--- src/rtl/hdb3_pkg.sv ---
// Shared HDB3 receive-side symbol encodings and pipeline constants.
package hdb3_pkg;

  localparam logic [1:0] SYM_ZERO = 2'b00;
  localparam logic [1:0] SYM_POS  = 2'b10;
  localparam logic [1:0] SYM_NEG  = 2'b01;
  localparam logic [1:0] SYM_ILL  = 2'b11;

  // Classified symbol; HDB3_B can only be recognised in hindsight, so the decoder never emits it.
  typedef enum logic [1:0] {HDB3_0, HDB3_1, HDB3_V, HDB3_B} hdb3_code_e;

  localparam int DELAY = 3;

  function automatic logic is_pulse(input logic [1:0] s);
    return (s == SYM_POS) || (s == SYM_NEG);
  endfunction

endpackage

--- src/rtl/hdb3_viol_det.sv ---
// Polarity tracker and V/mark classifier for the HDB3 decoder.
// With HDB3_ERR_CHK_EN it also flags a V repeating the previous V's polarity.
module hdb3_viol_det
  import hdb3_pkg::*;
(
  input  logic       clk,
  input  logic       rst_n,
  input  logic [1:0] sym,
  output hdb3_code_e code
`ifdef HDB3_ERR_CHK_EN
  ,
  output logic       v_err
`endif
);

  logic pulse, pol;
  logic last_pol_q, last_pol_d;
  logic pol_known_q, pol_known_d;

  always_comb begin
    pulse       = is_pulse(sym);
    pol         = sym[1];
    code        = HDB3_0;
    if (pulse) code = (pol_known_q && (pol == last_pol_q)) ? HDB3_V : HDB3_1;
    last_pol_d  = pulse ? pol : last_pol_q;
    pol_known_d = pol_known_q | pulse;
  end

  always_ff @(posedge clk or negedge rst_n) begin
    if (!rst_n) begin
      last_pol_q  <= 1'b0;
      pol_known_q <= 1'b0;
    end else begin
      last_pol_q  <= last_pol_d;
      pol_known_q <= pol_known_d;
    end
  end

`ifdef HDB3_ERR_CHK_EN
  logic v_seen_q, v_seen_d;
  logic last_v_pol_q, last_v_pol_d;
  logic is_v;

  always_comb begin
    is_v         = (code == HDB3_V);
    v_err        = is_v && v_seen_q && (pol == last_v_pol_q);
    v_seen_d     = v_seen_q | is_v;
    last_v_pol_d = is_v ? pol : last_v_pol_q;
  end

  always_ff @(posedge clk or negedge rst_n) begin
    if (!rst_n) begin
      v_seen_q     <= 1'b0;
      last_v_pol_q <= 1'b0;
    end else begin
      v_seen_q     <= v_seen_d;
      last_v_pol_q <= last_v_pol_d;
    end
  end
`endif

endmodule

--- src/rtl/hdb3_decoder.sv ---
// HDB3 line decoder: P/N rails in, NRZ out with fixed 3-edge latency; V and B pulses removed.
// Optional line-code checking is built when HDB3_ERR_CHK_EN is defined.
module hdb3_decoder
  import hdb3_pkg::*;
#(
  parameter int ERR_W = 8
) (
  input  logic             clk,
  input  logic             rst_n,
  input  logic             line_p,
  input  logic             line_n,
  output logic             data_out,
  output logic             data_vld,
  output logic             v_det,
  output logic             code_err,
  output logic [ERR_W-1:0] err_cnt
);

  logic [1:0] sym;
  hdb3_code_e code;
  logic       is_v, mark;

  assign sym = {line_p, line_n};

`ifdef HDB3_ERR_CHK_EN
  logic v_err;
  hdb3_viol_det u_viol (.clk(clk), .rst_n(rst_n), .sym(sym), .code(code), .v_err(v_err));
`else
  hdb3_viol_det u_viol (.clk(clk), .rst_n(rst_n), .sym(sym), .code(code));
`endif

  logic [DELAY:0] sh_q, sh_d;
  logic [1:0]     fill_q, fill_d;
  logic           vld_q, vld_d;
  logic           v_det_q, v_det_d;

  // A V clears its own slot and the slot DELAY edges back, where a B would sit.
  always_comb begin
    is_v    = (code == HDB3_V);
    mark    = (code == HDB3_1);
    sh_d    = {(is_v ? 1'b0 : sh_q[DELAY-1]), sh_q[DELAY-2:0], mark};
    fill_d  = (fill_q == 2'd3) ? fill_q : fill_q + 2'd1;
    vld_d   = vld_q | (fill_q == 2'd3);
    v_det_d = is_v;
  end

  always_ff @(posedge clk or negedge rst_n) begin
    if (!rst_n) begin
      sh_q    <= '0;
      fill_q  <= 2'd0;
      vld_q   <= 1'b0;
      v_det_q <= 1'b0;
    end else begin
      sh_q    <= sh_d;
      fill_q  <= fill_d;
      vld_q   <= vld_d;
      v_det_q <= v_det_d;
    end
  end

  assign data_out = sh_q[DELAY];
  assign data_vld = vld_q;
  assign v_det    = v_det_q;

`ifdef HDB3_ERR_CHK_EN
  logic [1:0]       zcnt_q, zcnt_d;
  logic [ERR_W-1:0] err_cnt_q, err_cnt_d;
  logic             code_err_q, code_err_d;
  logic             zero, zero_err;

  // Any non-zero symbol (illegal 11 included) breaks a zero run.
  always_comb begin
    zero       = (sym == SYM_ZERO);
    zero_err   = zero && (zcnt_q == 2'd3);
    zcnt_d     = (!zero || zero_err) ? 2'd0 : zcnt_q + 2'd1;
    code_err_d = (sym == SYM_ILL) || zero_err || v_err;
    err_cnt_d  = err_cnt_q;
    if (code_err_d && (err_cnt_q != '1)) err_cnt_d = err_cnt_q + ERR_W'(1);
  end

  always_ff @(posedge clk or negedge rst_n) begin
    if (!rst_n) begin
      zcnt_q     <= 2'd0;
      err_cnt_q  <= '0;
      code_err_q <= 1'b0;
    end else begin
      zcnt_q     <= zcnt_d;
      err_cnt_q  <= err_cnt_d;
      code_err_q <= code_err_d;
    end
  end

  assign code_err = code_err_q;
  assign err_cnt  = err_cnt_q;
`else
  assign code_err = 1'b0;
  assign err_cnt  = '0;
`endif

endmodule

--- config.mk ---
export PLATFORM = sky130hd
export DESIGN_NAME = hdb3_decoder
export DESIGN_NICKNAME = d
export VERILOG_FILES = /design/src/rtl/hdb3_pkg.sv /design/src/rtl/hdb3_viol_det.sv /design/src/rtl/hdb3_decoder.sv
export SDC_FILE = /design/constraint.sdc
export NUM_CORES = 1
export LEC_CHECK = 0
export BUFFER_PORTS_ARGS = -buffer_cell sky130_fd_sc_hd__buf_4
export CORE_AREA = 3 3 40 42
export CTS_BUF_LIST = sky130_fd_sc_hd__clkbuf_2
export CTS_CLUSTER_DIAMETER = 60
export CTS_CLUSTER_SIZE = 28
export DETAILED_ROUTE_END_ITERATION = 10
export DIE_AREA = 0 0 43 45
export GPL_TIMING_DRIVEN = 0
export PLACE_DENSITY = 0.63
export SYNTH_ARGS = -nofsm -noshare
export SYNTH_HDL_FRONTEND = slang
export SYNTH_HIERARCHICAL = 1
export SYNTH_SLANG_ARGS = --single-unit
--- constraint.sdc ---
create_clock -name clk -period 1.38 [get_ports clk]
set_clock_uncertainty 0.1 [all_clocks]
set_input_delay 0.276 -clock clk [delete_from_list [all_inputs] [get_ports clk]]
set_output_delay 0.276 -clock clk [all_outputs]
set_load 0.02 [all_outputs]
### Word level (Yosys, flattened, before mapping)

Cells that the tools add are included.

| storage, ports and cells | value |
|---|---|
| bits in registers | 10 |
| bits of input ports | 4 |
| output and inout bits | 12 |
| logic and storage cells | 20 |

| operators by class | value |
|---|---|
| add/subtract/negate cells | 1 |
| eq/ne operators | 6 |
| muxes and demuxes | 3 |
| bitwise logic cells | 2 |
| reduce and logical (&&, ||, !) cells | 2 |

Operators with widths:

| kind | count |
|---|---|
| $eq A2 B2 Y1 const B | 3 |
| $eq A2 B1 Y1 const B | 2 |
| $mux W2 | 2 |
| $add A2 B1 Y2 const B | 1 |
| $or A1 B1 Y1 | 2 |
| $eq A1 B1 Y1 | 1 |
| $logic_and A1 B1 Y1 | 1 |
| $logic_or A1 B1 Y1 | 1 |
| $mux W1 | 1 |

### Logic depth before layout (Yosys ltp)

Gate-level depths: netlist of run 1.

| depth | value |
|---|---|
| depth after elaboration | 6 |
| depth in mapped cells | 4 |
| mapped depth without buffers | 4 |

### Cells and area by module

The synthesis of run 1 kept the hierarchy.

Modules (own cells, without submodules):

| module | instances | cells an instance | area each (um^2) |
|---|---|---|---|
| hdb3_decoder | 1 | 25 | 332.8 |
| hdb3_viol_det | 1 | 12 | 115.1 |

### Least setup slack after synthesis of run 1

OpenSTA, ideal clock, no wires.

| timing path | value |
|---|---|
| kind | reg-to-reg |
| start | register u_viol.last_pol_q |
| end | register sh_q[3] |
| library setup time | 0.121 ns |
| arrival time | 1.111 ns |
| path slack | 0.049 ns |
| stages on the path, launching flop included | 5 |
| cells stage by stage | dfrtp_1 -> or3b_1 -> a21boi_1 -> nor2b_1 -> nor2b_1 |

| between the ends | value |
|---|---|
| word-level cells in the longest chain between the ends | 6 |

Ends and longest elaborated chain:

| element | RTL line | text |
|---|---|---|
| start, declared | hdb3_viol_det.sv:17 | `logic last_pol_q, last_pol_d;` |
| start signal, assigned | hdb3_viol_det.sv:34 | `last_pol_q <= last_pol_d;` |
| $eq A1 B1 Y1 | hdb3_viol_det.sv:24 | `if (pulse) code = (pol_known_q && (pol == last_pol_q)) ? HDB3_V : HDB3_1;` |
| $logic_and A1 B1 Y1 | hdb3_viol_det.sv:24 |  |
| $mux W2 (2 in a row) | hdb3_viol_det.sv:24 |  |
| via code[1] | hdb3_decoder.sv:20 | `hdb3_code_e code;` |
| $eq A2 B2 Y1 | hdb3_decoder.sv:39 | `is_v = (code == HDB3_V);` |
| via is_v | hdb3_decoder.sv:21 | `logic is_v, mark;` |
| $mux W1 | hdb3_decoder.sv:41 | `sh_d = {(is_v ? 1'b0 : sh_q[DELAY-1]), sh_q[DELAY-2:0], mark};` |
| via sh_d[3] | hdb3_decoder.sv:32 | `logic [DELAY:0] sh_q, sh_d;` |
| end signal, assigned | hdb3_decoder.sv:49 | `sh_q <= '0;` |
| end signal, assigned | hdb3_decoder.sv:54 | `sh_q <= sh_d;` |
| end, declared | hdb3_decoder.sv:32 |  |

The timed path passes the listed nets, and every way through them passes these cells.
A chain may end at the register's enable or synchronous reset.

### Worst setup path in the final report of run 1

Ends and elaborated chain as after synthesis.

==> flow_summary.toml, run 1 <==
[synth]
synth-seq-cells = 10
yosys.area_share.simple_pct = 12.29
yosysTopAreaCellShare_pct = 55.87
synth_compound_area_share_pct = 3.911
synthCells = 37
ys_top_cells_by_area = "dfrtp_1, buf_4, nor2b_1, xnor2_1, mux2_4"
syn_avg_cell_area_um2 = 12.11
ys_warn_count = 6
synth_top_family_by_area = "buffers and inverters"
ys_types = 17
synthXorXnorAreaFrac_pct = 5.866
netlist.top_cell.by_area = "dfrtp_1"
synth_seq_area_share_pct = 55.87
synth_area_um2 = 447.9
synthMuxAreaShare_pct = 3.352
synthAdderAreaFrac_pct = 2.793

[routing]
wire_per_inst_um = 8.849
viasPerCell = 3.753
wirelength_um = 646
dr.pass1.iters = 2
ant_nets = 0
drcViolationCount = 0
vias = 274
detail_route.iter0.violations = 3

[clocking]
htree_levels = 1
insertion_delay_ns = 0.25
cts_tree = "built"
cts.path.max_buffers = 2
root_buffer = "clkbuf_2"
cts_buffers = 3
clk_pin_slew_ns = 0.10
cts_sinks = 10

[cells_and_area]
finalNonFillerCells = 73
final_cell_mix = "buf_4, dfrtp_1, conb_1, clkbuf_2"
fill_cells = 128
antenna_cells = 0
area_growth_pct = 34.08
drive_gt1_share_pct = 43.10
layout.nets = 64
finalCoreUtilization_pct = 46.74
final_common_cell = "buf_4"

[power_and_ir_drop]
ir_worst_vdd_mv = 0.2779
cellLeakagePower_nw = 0.3031
total_power_mw = 0.6045
power_density_mw_per_mm2 = 1007

[floorplanning]
ios = 16
dieArea_mm2 = 0.001935
rows = 13
chipWidth_um = 43
coreArea_mm2 = 0.001285
initial_core_util_pct = 34.86
die_y_um = 45

[flow_run]
maxCapViolations = 0

[worst_setup_path]
crit_path_end_kind = "register"
cp-startpoint = "u_viol/last_pol_q"
crit_arrival_ns = 1.38
path_max_fanout = 2
worst_path_max_delay_cell = "dfrtp_1"
path_class = "reg -> reg"
max_stage_delay_ns = 0.39
worstReg2RegStart = "u_viol/last_pol_q"
cp-start-kind = "register"
crit_chain = "or3b_1 -> a21boi_2 -> nor2b_4 -> nor2b_1"
cp.required_ns = 1.43

[global_routing]
grt-ovfl-total = 0
grt_pass1_wl_um = 1000
grt_max_degree = 11
grt_usage_pct = 8.037
antenna_found_initial = 0
grt_pass1_vias = 230

[placed_design]
io_buffers = 6
place_congestion = 0.6639
dp.cells = 66

[outcome]
status = "finished clean"

[worst_hold_path]
hp-start = "line_n"
hold_class = "in -> reg"

[timing]
slew_violations = 0
fmax_ghz = 0.7482
min_period_ns = 1.337
setup_viol = 0
fin_crit_sh_pct = 96.85
rsz0062_at_grt = "true"
hold_viol = 0
## synth_stat cells
cell type	number
a21boi_1	1
a21oi_1	1
buf_4	9
conb_1	1
dfrtp_1	10
ha_1	1
mux2_4	1
nand2_1	1
nand2b_1	1
nand3b_1	1
nor2_1	1
nor2b_1	3
o21ai_0	1
or2_2	1
or3b_1	1
xnor2_1	2
xor2_1	1
## metal layers
metal	part of all wire (%)	global-route usage (%)	vias up
met2	39	9.581	13
met3	12	2.390	4
li1	-	-	140
met4	5.6	12.65	0
met5	0	0	-
met1	44	9.091	117
## report_power, final
| group | switching, mW | total [mW] | internal, mW |
|---|---|---|---|
| sequential | 0.00587 | 0.319 | 0.313 |
| combinational | 0.0648 | 0.123 | 0.0580 |
| clock | 0.0999 | 0.163 | 0.0630 |
| total | 0.171 | 0.605 | 0.434 |
## logic make-up after synthesis
logic type               Yosys count
flip-flops                        10
AND/OR/NAND/NOR                    9
buffers and inverters              9
AO/OA/AOI/OAI                      3
XOR/XNOR                           3
adder cells (fa/ha/maj)            1
other                              1
multiplexers                       1
## registers in the layout, indices dropped and copies added (netlist names)
signal,cells
sh_q,4
fill_q,2
data_vld,1
u_viol/last_pol_q,1
u_viol/pol_known_q,1
v_det,1
## final cells by class
class / count / area [µm²] / share of cell area, %
Buffer: 9 / 67.56 / 11.25
Clock inverter: 1 / 3.754 / 0.6250
Sequential cell: 10 / 250.2 / 41.67
Tap cell: 15 / 18.77 / 3.125
Timing Repair Buffer: 9 / 70.07 / 11.67
Clock buffer: 3 / 15.01 / 2.500
Multi-Input combinational cell: 26 / 175.2 / 29.17
## worst paths after layout
check | end | slack (ns) | depth (start not counted)
max reg2reg | sh_q[3] | 0.04 | 4
min reg2reg | sh_q[2] | 0.26 | 0
max in group asynchronous | sh_q[2] | 0.77 | 2
min | u_viol/last_pol_q | 0.14 | 2
max | sh_q[3] | 0.04 | 4
min in group asynchronous | v_det | 0.27 | 2
## worst max-delay path: cells and delay by family, from the launching register on
family,cells,cell delay (ns)
simple gates,3,0.58
flops,1,0.39
compound gates,1,0.16
## through the flow
step                hold slack [ns]  cell area (µm²)  worst slack (ns)  setup TNS (ns)
floorplan                   -0.1196            478.0           0.04875               0
global placement           0.007315            541.8          -0.05826        -0.05826
detailed placement         0.009604            541.8          -0.07686        -0.07686
CTS                          0.1287            580.6         0.0003989               0
global route                 0.1354            600.6          -0.02409        -0.02409
finish                       0.1433            600.6           0.04350               0
## repair_timing
item / 4_1_cts / 5_1_grt
resized for setup: 1 / 3
hold endpoints to repair: 10 / 0
hold buffers: 1 / 0
setup endpoints to repair: 1 / 2
pin swaps: 0 / 1
setup buffers: 1 / 1
Power figures use the tool's default switching activity.
==> inputs of run 2 (changes only) <==
--- a/config.mk
+++ b/config.mk
@@ -13,8 +13,8 @@
 export DETAILED_ROUTE_END_ITERATION = 10
 export DIE_AREA = 0 0 43 45
 export GPL_TIMING_DRIVEN = 0
-export PLACE_DENSITY = 0.63
+export PLACE_DENSITY = 0.6
+export RECOVER_POWER = 100
 export SYNTH_ARGS = -nofsm -noshare
 export SYNTH_HDL_FRONTEND = slang
-export SYNTH_HIERARCHICAL = 1
 export SYNTH_SLANG_ARGS = --single-unit
==> constraint.sdc (replaced) <==
create_clock -name clk -period 1.43 [get_ports clk]
set_clock_uncertainty 0.1 [all_clocks]
set_input_delay 0.286 -clock clk [delete_from_list [all_inputs] [get_ports clk]]
set_output_delay 0.286 -clock clk [all_outputs]
set_load 0.02 [all_outputs]
==> run 2 against run 1 <==
Sequential share of layout area is 4.1 points higher; synthesized cell count stayed put; die area did not move; global-route usage is 0.091 points higher; total power decreased by 13%; critical path depth shrank 3; cell count decreased by 4.1%; critical endpoint is now data_vld; largest cell class unchanged.
==> flow_summary.toml, run 2 <==
[clocking]
insertion_delay_ns = 0.23
htree_levels = 1
cts.path.max_buffers = 2
cts_tree = "built"
cts_buffers = 3
clk_pin_slew_ns = 0.08
cts_sinks = 10
cts_resized = 0
root_buffer = "clkbuf_2"

[synth]
synthCells = 37
syn_avg_cell_area_um2 = 11.97
synthMostInstantiatedCell = "dfrtp_1"
synth_area_um2 = 442.9
synthFlopType = "dfrtp_1"
synth_seq_area_share_pct = 56.50
ys_top_cells_by_area = "dfrtp_1, buf_4, ha_1, nand2b_1, mux2_2"
yosysTopAreaCellShare_pct = 56.50
synth_edf_count = 0
ys_types = 18
synth-seq-cells = 10
ys_warn_count = 0
async_flop_share_pct = 100.0
netlist_top_cells_count = "dfrtp_1, buf_4, nand2_1, nand2b_1"
netlist.top_cell.by_area = "dfrtp_1"

[floorplanning]
ios = 16
dieArea_mm2 = 0.001935
rows = 13
coreArea_mm2 = 0.001285
chipWidth_um = 43
die_y_um = 45
initial_core_util_pct = 34.47

[worst_setup_path]
worst_path_max_delay_cell = "dfrtp_1"
crit_arrival_ns = 0.80
path_buf_inv = 1
crit_chain = "clkbuf_1"
path_max_fanout = 2
max_stage_delay_ns = 0.34
cp.required_ns = 1.04
path_class = "reg -> out"
crit_path_end_kind = "primary output"
crit_family = "flip-flops"
cp-start-kind = "register"

[routing]
dr.pass1.iters = 2
wirelength_um = 591
drcViolationCount = 0
viasPerCell = 3.929
wire_per_inst_um = 8.443
ant_nets = 0
vias = 275
detail_route.iter0.violations = 1

[timing]
fin_crit_sh_pct = 82.65
rsz0062_at_grt = "false"
min_period_ns = 1.182
slew_violations = 0
fmax_ghz = 0.8461
setup_viol = 0
hold_viol = 0
hold_ws_ns = 0.1723
tns_ns = 0

[cells_and_area]
finalCoreUtilization_pct = 42.55
final_common_cell = "buf_4"
largest_register = "sh_q"
reg_top3 = "sh_q: 4 flops, fill_q: 2 flops"
layout.nets = 62
final_cell_mix = "buf_4, dfrtp_1, conb_1, clkbuf_1, clkbuf_2"
drive_gt1_share_pct = 30.91
fill_cells = 125
antenna_cells = 0
area_growth_pct = 23.45
largest_reg_flops = 4

[power_and_ir_drop]
cellLeakagePower_nw = 0.2622
power_density_mw_per_mm2 = 963.5
ir_worst_vdd_mv = 0.3210

[flow_run]
maxCapViolations = 0

[global_routing]
grt-ovfl-total = 0
grt_usage_pct = 8.129
grt_pass1_wl_um = 1041
antenna_found_initial = 0
grt_pass1_vias = 256
grt_max_degree = 11

[placed_design]
place_congestion = 0.6903
io_buffers = 6
dp_hpwl_um = 480.2

[outcome]
status = "finished clean"

[worst_hold_path]
hold_class = "in -> reg"
-- run 2: stage by stage --
stage	power, mW	cells	area (µm²)	setup slack [ns]
2_1_floorplan	0.3742	45	473.0	0.3137
4_1_cts	0.5427	70	561.8	0.2683
6_report	0.5268	70	546.8	0.2481
5_1_grt	0.5630	70	546.8	0.1885
3_3_place_gp	0.4002	66	536.8	0.2974
3_5_place_dp	0.4015	66	536.8	0.2878
-- run 2: cell type report --
| class | count | area [µm²] | share of cell area [%] |
|---|---|---|---|
| Sequential cell | 10 | 250.2 | 45.77 |
| Tap cell | 15 | 18.77 | 3.432 |
| Buffer | 9 | 67.56 | 12.36 |
| Clock buffer | 3 | 15.01 | 2.746 |
| Timing Repair Buffer | 7 | 40.04 | 7.323 |
| Multi-Input combinational cell | 26 | 155.1 | 28.38 |
-- run 2: worst paths after layout --
check	slack, ns	depth (start not counted)	from	endpoint
worst max-delay path	0.25	1	data_vld	data_vld
worst min-delay path	0.17	2	line_n	u_viol.last_pol_q
worst max register to register	0.29	2	fill_q[0]	fill_q[1]
worst min register to register	0.27	0	sh_q[1]	sh_q[2]
max in group asynchronous	0.48	2	rst_n	fill_q[1]
min in group asynchronous	0.42	2	rst_n	sh_q[3]
-- run 2: routing by layer --
metal / wire length (µm) / vias to the layer above / GRT usage (%)
met3: 60 / 2 / 3.984
met5: 0 / - / 0
li1: - / 143 / -
met4: 23 / 0 / 10.84
met2: 237 / 14 / 9.281
met1: 271 / 116 / 9.367
-- run 2: where the power goes --
| group | total (mW) | internal (mW) | switching [mW] |
|---|---|---|---|
| registers | 0.308 | 0.298 | 0.00905 |
| clock network | 0.135 | 0.0573 | 0.0773 |
| logic | 0.0847 | 0.0354 | 0.0492 |
-- run 2: cells by family after synthesis --
group | Yosys count | share of synthesized area (%)
adder cells (fa/ha/maj) | 1 | 2.824
flip-flops | 10 | 56.50
multiplexers | 1 | 2.542
XOR/XNOR | 1 | 1.978
buffers and inverters | 9 | 15.25
AO/OA/AOI/OAI | 4 | 6.498
AND/OR/NAND/NOR | 10 | 13.56
other | 1 | 0.8466
-- run 2: timing repair --
| item | in CTS | in global routing |
|---|---|---|
| hold buffers | 1 | 0 |
| hold endpoints to repair | 10 | 0 |
| buffers inserted | 0 | 0 |
==> inputs of run 3 (changes only) <==
==> constraint.sdc (replaced) <==
create_clock -name clk -period 1.2 [get_ports clk]
set_clock_uncertainty 0.1 [all_clocks]
set_input_delay 0.24 -clock clk [delete_from_list [all_inputs] [get_ports clk]]
set_output_delay 0.24 -clock clk [all_outputs]
set_load 0.02 [all_outputs]
==> run 3 against run 2 <==
Flip-flop and latch count stayed put; combinational power is 20% higher; non-clock buffer count stayed put; worst hold slack worse by 0.046 ns; first-iteration DRC count is 100% higher; critical path depth is 1 higher; sequential power is 19% higher.
==> flow_summary.toml, run 3 (same netlist as run 2, synthesis figures left out) <==
[cells_and_area]
layout.nets = 62
fill_cells = 122
finalNonFillerCells = 70
final_common_cell = "buf_4"
drive_gt1_share_pct = 36.36
antenna_cells = 0
largest_register = "sh_q"
largest_reg_flops = 4
final_cell_mix = "buf_4, dfrtp_1, conb_1, clkbuf_2"
reg_top3 = "sh_q: 4 flops, fill_q: 2 flops"
area_growth_pct = 24.29

[timing]
setup_viol = 0
tns_ns = 0
min_period_ns = 1.142
fin_crit_sh_pct = 95.20
fmax_ghz = 0.8753
rsz0062_at_grt = "false"
hold_viol = 0
slew_violations = 0

[power_and_ir_drop]
clkPwrFrac_pct = 25.5
power_frac_seq_pct = 58.2
power_frac_comb_pct = 16.3
power_density_mw_per_mm2 = 1143
p_sw_mw = 0.1615
cellLeakagePower_nw = 0.2713
ir_worst_vdd_mv = 0.3828
switching_share_pct = 25.66
p_int_mw = 0.4679

[global_routing]
grt-ovfl-total = 0
grt_pass1_vias = 256
grt_max_degree = 11
antenna_found_initial = 0
grt_usage_pct = 8.129
grt_pass1_wl_um = 1041

[routing]
dr.pass1.iters = 2
wire_per_inst_um = 8.371
drcViolationCount = 0
detail_route.iter0.violations = 2
vias = 275
ant_nets = 0
viasPerCell = 3.929
wirelength_um = 586

[worst_setup_path]
cp.required_ns = 1.22
path_class = "reg -> reg"
crit_path_end_kind = "register"
crit_cells = 2
worst_path_max_delay_cell = "dfrtp_1"
crit_arrival_ns = 1.16
reg2reg_depth = 2
path_max_fanout = 2
crit_family = "flip-flops"
cp-start-kind = "register"
max_stage_delay_ns = 0.40
path_buf_inv = 0
crit_chain = "ha_1 -> mux2_2"

[placed_design]
dp_hpwl_um = 480.2
dp.cells = 66
io_buffers = 6
place_congestion = 0.6903

[floorplanning]
initial_core_util_pct = 34.47
chipWidth_um = 43
rows = 13
coreArea_mm2 = 0.001285
die_y_um = 45
dieArea_mm2 = 0.001935
ios = 16

[clocking]
clk_pin_slew_ns = 0.08
cts_sinks = 10
cts_tree = "built"
root_buffer = "clkbuf_2"
cts_buffers = 3
htree_levels = 1
post_cts_buffers = 0
cts.path.max_buffers = 2
insertion_delay_ns = 0.23

[worst_hold_path]
hold_depth = 2
hold_class = "in -> reg"

[flow_run]
maxCapViolations = 0

[outcome]
status = "finished clean"
run 3: cell count changes in the layout (fill, tap and decap cells not counted):
cell	change
clkbuf_1	-3
clkbuf_2	+3
run 3: repair_timing:
item,4_1_cts,5_1_grt
endpoints found under the hold margin,10,0
gates resized for setup,0,0
hold buffers,1,0
run 3: path summary, 6_finish.rpt:
check                           startpoint                 to  slack, ns
worst max register to register   fill_q[0]          fill_q[1]       0.06
worst min-delay path                line_n  u_viol.last_pol_q       0.13
worst min register to register     sh_q[1]            sh_q[2]       0.27
worst max-delay path             fill_q[0]          fill_q[1]       0.06
min in group asynchronous            rst_n            sh_q[3]       0.38
max in group asynchronous            rst_n          fill_q[1]       0.29
run 3: layer usage:
layer	share of wire, %	wire (µm)	global-route usage (%)
met5	0	0	0
met1	46	269	9.367
met3	9.6	56	3.984
met2	40	237	9.281
met4	3.9	23	10.84
run 3: area by class of cell:
| class | count | area (µm²) | area share, % |
|---|---|---|---|
| buffer | 9 | 67.56 | 12.27 |
| clock buffer | 3 | 15.01 | 2.727 |
| multi-input combinational | 26 | 155.1 | 28.18 |
| sequential | 10 | 250.2 | 45.45 |
| tap | 15 | 18.77 | 3.409 |
| timing repair buffer | 7 | 43.79 | 7.955 |
run 3: power by group through the flow:
stage | Sequential, mW | Combinational (mW) | Clock [mW]
final | 0.366 | 0.102 | 0.160
after floorplan | 0.379 | 0.0670 | 0
after CTS | 0.367 | 0.108 | 0.172
after global placement | 0.372 | 0.104 | 0
after global routing | 0.369 | 0.114 | 0.190
after detailed placement | 0.374 | 0.105 | 0
run 3: per-stage QoR:
stage                     hold WS (ns)  cell area, µm²  util [%]  worst slack, ns  total power [mW]
after floorplan                -0.1556           473.0         -          0.08366            0.4459
after global placement        -0.02760           536.8     41.77          0.06741            0.4769
after detailed placement      -0.02826           536.8     41.77          0.05778            0.4784
after CTS                       0.1104           561.8     43.72          0.05172            0.6467
after global routing            0.1114           550.5     42.84          0.01183            0.6726
final                           0.1262           550.5     42.84          0.05758            0.6294
